### src/rtl/adder16_seq_pkg.sv
// rtl/adder16_seq_pkg.sv - shared state encoding and default slice count for adder16_seq
package adder16_seq_pkg;

   localparam int NIBBLES_DEF = 4;

   typedef enum logic [1:0] {
      IDLE = 2'd0,
      RUN  = 2'd1,
      DONE = 2'd2
   } state_e;

endpackage

### src/rtl/adder4c.sv
// rtl/adder4c.sv - combinational 4-bit slice adder with carry in/out
module adder4c (
   input  logic [3:0] a,
   input  logic [3:0] b,
   input  logic       cin,
   output logic [3:0] s,
   output logic       cout
);

   logic [4:0] sum5;

   assign sum5    = {1'b0, a} + {1'b0, b} + {4'b0000, cin};
   assign {cout, s} = sum5;

endmodule

### src/rtl/adder16_seq.sv
// rtl/adder16_seq.sv - nibble-serial adder, one shared 4-bit slice, LSB slice first
// Define ADDER16_SEQ_SUB_EN to add the op port and subtract support.
module adder16_seq
   import adder16_seq_pkg::*;
#(
   parameter int NIBBLES = NIBBLES_DEF
) (
   input  logic                 clk,
   input  logic                 clr_n,
   input  logic                 start,
   input  logic [4*NIBBLES-1:0] a,
   input  logic [4*NIBBLES-1:0] b,
`ifdef ADDER16_SEQ_SUB_EN
   input  logic                 op,
`endif
   output logic                 busy,
   output logic                 done,
   output logic [4*NIBBLES-1:0] s,
   output logic                 cf
);

   localparam int W  = 4 * NIBBLES;
   localparam int IW = (NIBBLES > 1) ? $clog2(NIBBLES) : 1;
   localparam logic [IW-1:0] LAST = IW'(NIBBLES - 1);

   state_e          state_q, state_d;
   logic [IW-1:0]   idx_q, idx_d;
   logic            carry_q, carry_d;
   logic [W-1:0]    acc_q, acc_d;
   logic [W-1:0]    a_q, a_d;
   logic [W-1:0]    b_q, b_d;
   logic [W-1:0]    s_q, s_d;
   logic            cf_q, cf_d;

   logic [W-1:0]    b_load;
   logic            c_load;
   logic [IW+1:0]   bit_lo;
   logic [3:0]      slice_s;
   logic            slice_c;

   // Subtraction is A + ~B + 1, so B is stored already inverted and no op flag is kept.
`ifdef ADDER16_SEQ_SUB_EN
   assign b_load = op ? ~b : b;
   assign c_load = op;
`else
   assign b_load = b;
   assign c_load = 1'b0;
`endif

   assign bit_lo = {idx_q, 2'b00};

   adder4c u_slice (
      .a    (a_q[bit_lo +: 4]),
      .b    (b_q[bit_lo +: 4]),
      .cin  (carry_q),
      .s    (slice_s),
      .cout (slice_c)
   );

   always_ff @(posedge clk or negedge clr_n) begin
      if (!clr_n) begin
         state_q <= IDLE;
      end else begin
         state_q <= state_d;
      end
   end

   always_comb begin
      state_d = state_q;
      case (state_q)
         IDLE:    if (start) state_d = RUN;
         RUN:     if (idx_q == LAST) state_d = DONE;
         DONE:    state_d = IDLE;
         default: state_d = IDLE;
      endcase
   end

   always_comb begin
      busy = (state_q == RUN);
      done = (state_q == DONE);
   end

   always_comb begin
      a_d     = a_q;
      b_d     = b_q;
      idx_d   = idx_q;
      carry_d = carry_q;
      acc_d   = acc_q;
      s_d     = s_q;
      cf_d    = cf_q;
      case (state_q)
         IDLE: begin
            if (start) begin
               a_d     = a;
               b_d     = b_load;
               idx_d   = '0;
               carry_d = c_load;
               acc_d   = '0;
            end
         end
         RUN: begin
            acc_d[bit_lo +: 4] = slice_s;
            carry_d            = slice_c;
            // idx holds at the last slice rather than wrapping.
            if (idx_q == LAST) begin
               s_d  = acc_d;
               cf_d = slice_c;
            end else begin
               idx_d = idx_q + 1'b1;
            end
         end
         default: ;
      endcase
   end

   always_ff @(posedge clk or negedge clr_n) begin
      if (!clr_n) begin
         a_q     <= '0;
         b_q     <= '0;
         idx_q   <= '0;
         carry_q <= 1'b0;
         acc_q   <= '0;
         s_q     <= '0;
         cf_q    <= 1'b0;
      end else begin
         a_q     <= a_d;
         b_q     <= b_d;
         idx_q   <= idx_d;
         carry_q <= carry_d;
         acc_q   <= acc_d;
         s_q     <= s_d;
         cf_q    <= cf_d;
      end
   end

   assign s  = s_q;
   assign cf = cf_q;

endmodule
### config.mk
export PLATFORM = sky130hd
export DESIGN_NAME = adder16_seq
export DESIGN_NICKNAME = d
export VERILOG_FILES = /design/src/rtl/adder16_seq_pkg.sv /design/src/rtl/adder4c.sv /design/src/rtl/adder16_seq.sv
export SDC_FILE = /design/constraint.sdc
export NUM_CORES = 1
export LEC_CHECK = 0
export BUFFER_PORTS_ARGS = -buffer_cell sky130_fd_sc_hd__clkbuf_2
export CORE_MARGIN = 1.5
export CORE_UTILIZATION = 35
export CTS_CLUSTER_DIAMETER = 80
export DETAILED_ROUTE_END_ITERATION = 6
export GPL_ROUTABILITY_DRIVEN = 0
export PLACE_DENSITY = 0.6
export SLEW_MARGIN = 20
export SYNTH_ARGS = -nofsm -noshare
export SYNTH_HDL_FRONTEND = slang
export SYNTH_SLANG_ARGS = --single-unit
### constraint.sdc
create_clock -name clk -period 2.5 [get_ports clk]
set_input_delay 0 -clock clk [delete_from_list [all_inputs] [get_ports clk]]
set_output_delay 0 -clock clk [all_outputs]
set_load 0.05 [all_outputs]
### Word-level counts from Yosys, hierarchy flattened

Cells that the tools add are included.
W data, S select, Z words.

* reduce and logical (&&, ||, !) cells: 7
* bitwise logic cells: 0
* $add $sub $neg: 4
* order comparisons: 0
* multipliers: 0
* div/mod/pow operators: 0
* equal/unequal tests: 6
* shift-type cells: 4
* mux-type cells: 11

Operators by type and width (count)
* $pmux W16 S2: 1
* $shiftx A16 B5 Y4: 2
* $bwmux W16: 1
* $mux W16: 1
* $shift A4 B6 Y16 const A: 1
* $shiftx A4 B6 Y16: 1
* $mux W2: 4
* $pmux W2 S2: 2
* $reduce_and A2 Y1: 4
* $neg A4 Y6: 1
* $add A4 B4 Y5: 1
* $add A5 B1 Y5: 1
* $eq A2 B2 Y1 const B: 2
* $ne A2 B2 Y1 const B: 2
* $reduce_and A3 Y1: 1
* $add A2 B1 Y2 const B: 1
* $eq A2 B1 Y1 const B: 1
* $logic_not A2 Y1: 1
* $ne A2 B1 Y1 const B: 1
* $pmux W1 S2: 1
* $reduce_bool A2 Y1: 1
* $mux W1: 1

* latch bits: 0
* output and inout bits: 19
* logic and storage cells: 40
* input bits: 35
* register bits: 70
* ROM bits: 0
* memories: 0
* memory bits (writable): 0

### Logic depth before layout (Yosys ltp)

* word-level depth: 6
* depth in mapped cells: 9
* depth with buffers taken out: 8

### By module

From an unflattened synthesis, not the netlist that was laid out.

* cells, all modules: 269
* area, all modules: 3333.2 um2

Modules (own cells, without submodules)
* adder16_seq: cells each 253, times used 1, area an instance 3189.3 um2, sequential area each 1751.7 um2
* adder4c: cells each 16, times used 1, area an instance 143.9 um2, sequential area each 0.0 um2

### Worst setup path after synthesis

No wires, ideal clock.

* path kind: reg2reg
* from: register idx_q[0]
* to: register acc_q[11]
* stages on the path, launching flop included: 8
* path buffers: 1
* clock period less this slack: 2.655 ns
* path slack: -0.155 ns
* required time: 2.378 ns
* arrival time: 2.533 ns
* setup time: 0.122 ns
* cells stage by stage: dfrtp_1 buf_6 mux4_2 fa_1 and3_4 or3_4 and2_4 a32o_1

* cells in the longest elaborated chain, start to end: 6
* elaborated cells on any way between the ends: 9
* classes of those cells: 3 x add/sub; 4 x shift; 2 x mux

Ends and longest elaborated chain
* from (decl): line adder16_seq.sv:27 `logic [IW-1:0] idx_q, idx_d;`
* from (signal assigned): line adder16_seq.sv:128 `idx_q <= idx_d;`
* $shiftx A16 B5 Y4, on equally long branches: line adder16_seq.sv:53, adder16_seq.sv:54
* $add A4 B4 Y5: line adder4c.sv:12 `assign sum5 = {1'b0, a} + {1'b0, b} + {4'b0000, cin};`
* $add A5 B1 Y5: line adder4c.sv:12
* $shiftx A4 B6 Y16: line adder16_seq.sv:102 `acc_d[bit_lo +: 4] = slice_s;`
* $bwmux W16 *: line adder16_seq.sv:102
* $pmux W16 S2 *: line adder16_seq.sv:91 `case (state_q)`
* to (signal assigned): line adder16_seq.sv:122 `acc_q <= '0;`
* to (signal assigned): line adder16_seq.sv:130 `acc_q <= acc_d;`
* to (decl): line adder16_seq.sv:29 `logic [W-1:0] acc_q, acc_d;`

Every way passes the cells marked *; elsewhere a longest branch is shown, timed or not.
A chain may end at the register's enable or synchronous reset.

### Worst setup path after layout

* from: register idx_q[0]
* to: register acc_q[15]

The elaborated chain is that of the path after synthesis.

==> results.cfg <==
[outcome]
status = finished clean

[placement]
portBuffers = 53
dpl-instance-area_mm2 = 0.00377
dp_hpwl_um = 5130

[run]
drv_cap = 0

[critical_path]
crit_path_end_kind = register
crit_fanout = 9
crit_path_start_kind = register
crit_required_ns = 2.73
r2r-start = idx_q[0]$_DFFE_PN0P_
path_class = register to register
critPathLaunch = idx_q[0]$_DFFE_PN0P_
cp.arrival_ns = 2.71

[timing]
setup_viol = 0
slew_headroom = 0.530
skew_ns = 0.00596
fmax_mhz = 404
worstMarginPinSlew_ns = 0.706
hold_viol_final = 0
min_period_ns = 2.48
fin_setup_tns_ns = 0
rsz0062_at_grt = true
maxSlewViolCount = 0
period_share = 0.991

[global_route]
first_global_vias = 2468
grtUsageTotal = 0.161
grt_overflow = 0
grt_max_degree = 42
antenna_found_initial = 0
grt_pass1_wl_um = 12400

[layout]
multi_input_area_mm2 = 0.00146
layout_commonest_cell = dfrtp_1
diodes = 0
syn_to_final_growth_pct = 32.7
fillers = 827
final_cell_mix = 69 x dfrtp_1, 52 x clkbuf_2, 33 x dlygate4sd3_1
drive_above_1_share = 0.374
register_area_mm2 = 0.00175
fin_nets = 394
postLayoutCellArea_mm2 = 0.00436

[synthesis]
synth-seq-area-share = 0.533
synth_area_leaders = dfrtp_1 53%, mux2_2 6.9%, mux4_2 5.5%
synth.top_cell.area_share = 0.533
ys_warn_count = 0
postSynthCellCount = 247
syn_area_per_cell_um2 = 13.3
syn-cell-area_mm2 = 0.00329
synth_seq_cells = 70
syn_nets = 293
yosys.area.top_type = dfrtp_1
synth.distinct_cells = 35

[route]
ant_nets = 0
routedWlPerCell_um = 15.9
vias = 2374
drt_pre_antenna_iters = 4
drtIter0Drc = 89
totalWireLength_um = 7400
routed_via_density = 5.12
remaining_drc_errors = 0

[clocking]
clockRootBuffer = clkbuf_8
clkSlewWorstSetupHoldPaths_ns = 0.07
cts_buffers = 9
clock_latency_ns = 0.35
cts_buffer_depth = 2
cts-htree-levels = 3
tritoncts = done
clkSinkCount = 70

[floorplanning]
fp.dieH_um = 99.9
fp.coreArea_mm2 = 0.00915
rows = 35
dieArea_mm2 = 0.00998
start_util = 0.359
die_x_um = 99.9
io_pins = 54

[min_path]
hp-class = primary input to register
hp-start = start
==> worst paths after layout <==
| path | end | slack (ns) | cells past startpoint |
|---|---|---|---|
| worst min register to register | b_q[12]$_DFFE_PN0P_ | 0.49 | 1 |
| min in group asynchronous | s[14]$_DFFE_PN0P_ | 0.25 | 2 |
| worst max register to register | acc_q[15]$_DFFE_PN0P_ | 0.02 | 7 |
| max in group asynchronous | a_q[13]$_DFFE_PN0P_ | 1.59 | 3 |
| worst max-delay path | acc_q[15]$_DFFE_PN0P_ | 0.02 | 7 |
| worst min-delay path | state_q[0]$_DFFE_PN0P_ | 0.06 | 3 |
==> worst max-delay path, cell delays in order (launching register included) <==
cell and delay [ns]:
dfrtp_2 0.38, buf_12 0.14, mux4_2 0.52, fa_2 0.37
and3_4 0.16, or3_4 0.36, and2_4 0.19, a32o_1 0.25
==> what timing repair did <==
item                                    CTS  global route
buffers inserted                          1             0
hold endpoints to repair                 61             0
gates resized for setup                   1             6
gates cloned                              0             0
hold buffers                             33             0
pin swaps                                 0             1
endpoints found under the setup margin    9            16
==> per-layer routing <==
layer	share of wire	global-route usage
met2	0.49	0.267
met1	0.44	0.207
met5	0	0
met3	0.053	0.0348
met4	0.014	0.0596
==> cells in the mapped netlist, drive strengths merged <==
library cell and instances:
nor3 1, nor4 1, buf 11, and2 3, fa 2, a21o 5
a21oi 5, nor2b 2, nand2 6, nor4b 2, mux2 34, a32oi 4
xnor2 1, inv 11, nor2 30, clkbuf 1, or3 1, a221oi 12
a22o 12, o21bai 1, o21ai 2, and2b 1, a32o 8, ha 9
and3 1, nand2b 3, dfrtp 70, mux4 8
==> state kept, by name, indices dropped and copies added (netlist names) <==
register and cells:
idx_q 2, carry_q 1, a_q 16, b_q 16, s 16, state_q 2
acc_q 16, cf 1
==> area by class of cell <==
| cell class | instances | share of cell area |
|---|---|---|
| inverter | 11 | 0.00947 |
| clock inverter | 6 | 0.0195 |
| tap | 111 | 0.0319 |
| sequential | 70 | 0.402 |
| timing repair buffer | 102 | 0.170 |
| multi-input combinational | 154 | 0.336 |
| clock buffer | 10 | 0.0316 |
==> through the flow <==
step	utilization	hold WS, ns	setup WS [ns]	instances
after detailed placement	0.412	0.0831	-0.0388	414
after global placement	0.412	0.0845	0.0115	414
after CTS	0.475	0.0595	0.0222	464
after global routing	0.476	0.102	-0.0328	464
final	0.476	0.0617	0.0228	464
after floorplan	-	-0.296	0.00826	247
==> cells by family after synthesis <==
logic type,after synthesis,synth area share
compound gates,49,0.123
xor+xnor,1,0.00267
fa+ha+maj,11,0.0465
buf+inv,23,0.0320
flops,70,0.533
mux,42,0.171
simple gates,51,0.0910
Power is not shown: default switching activity piles up to over one toggle a cycle in this logic, so the estimate is an artifact.
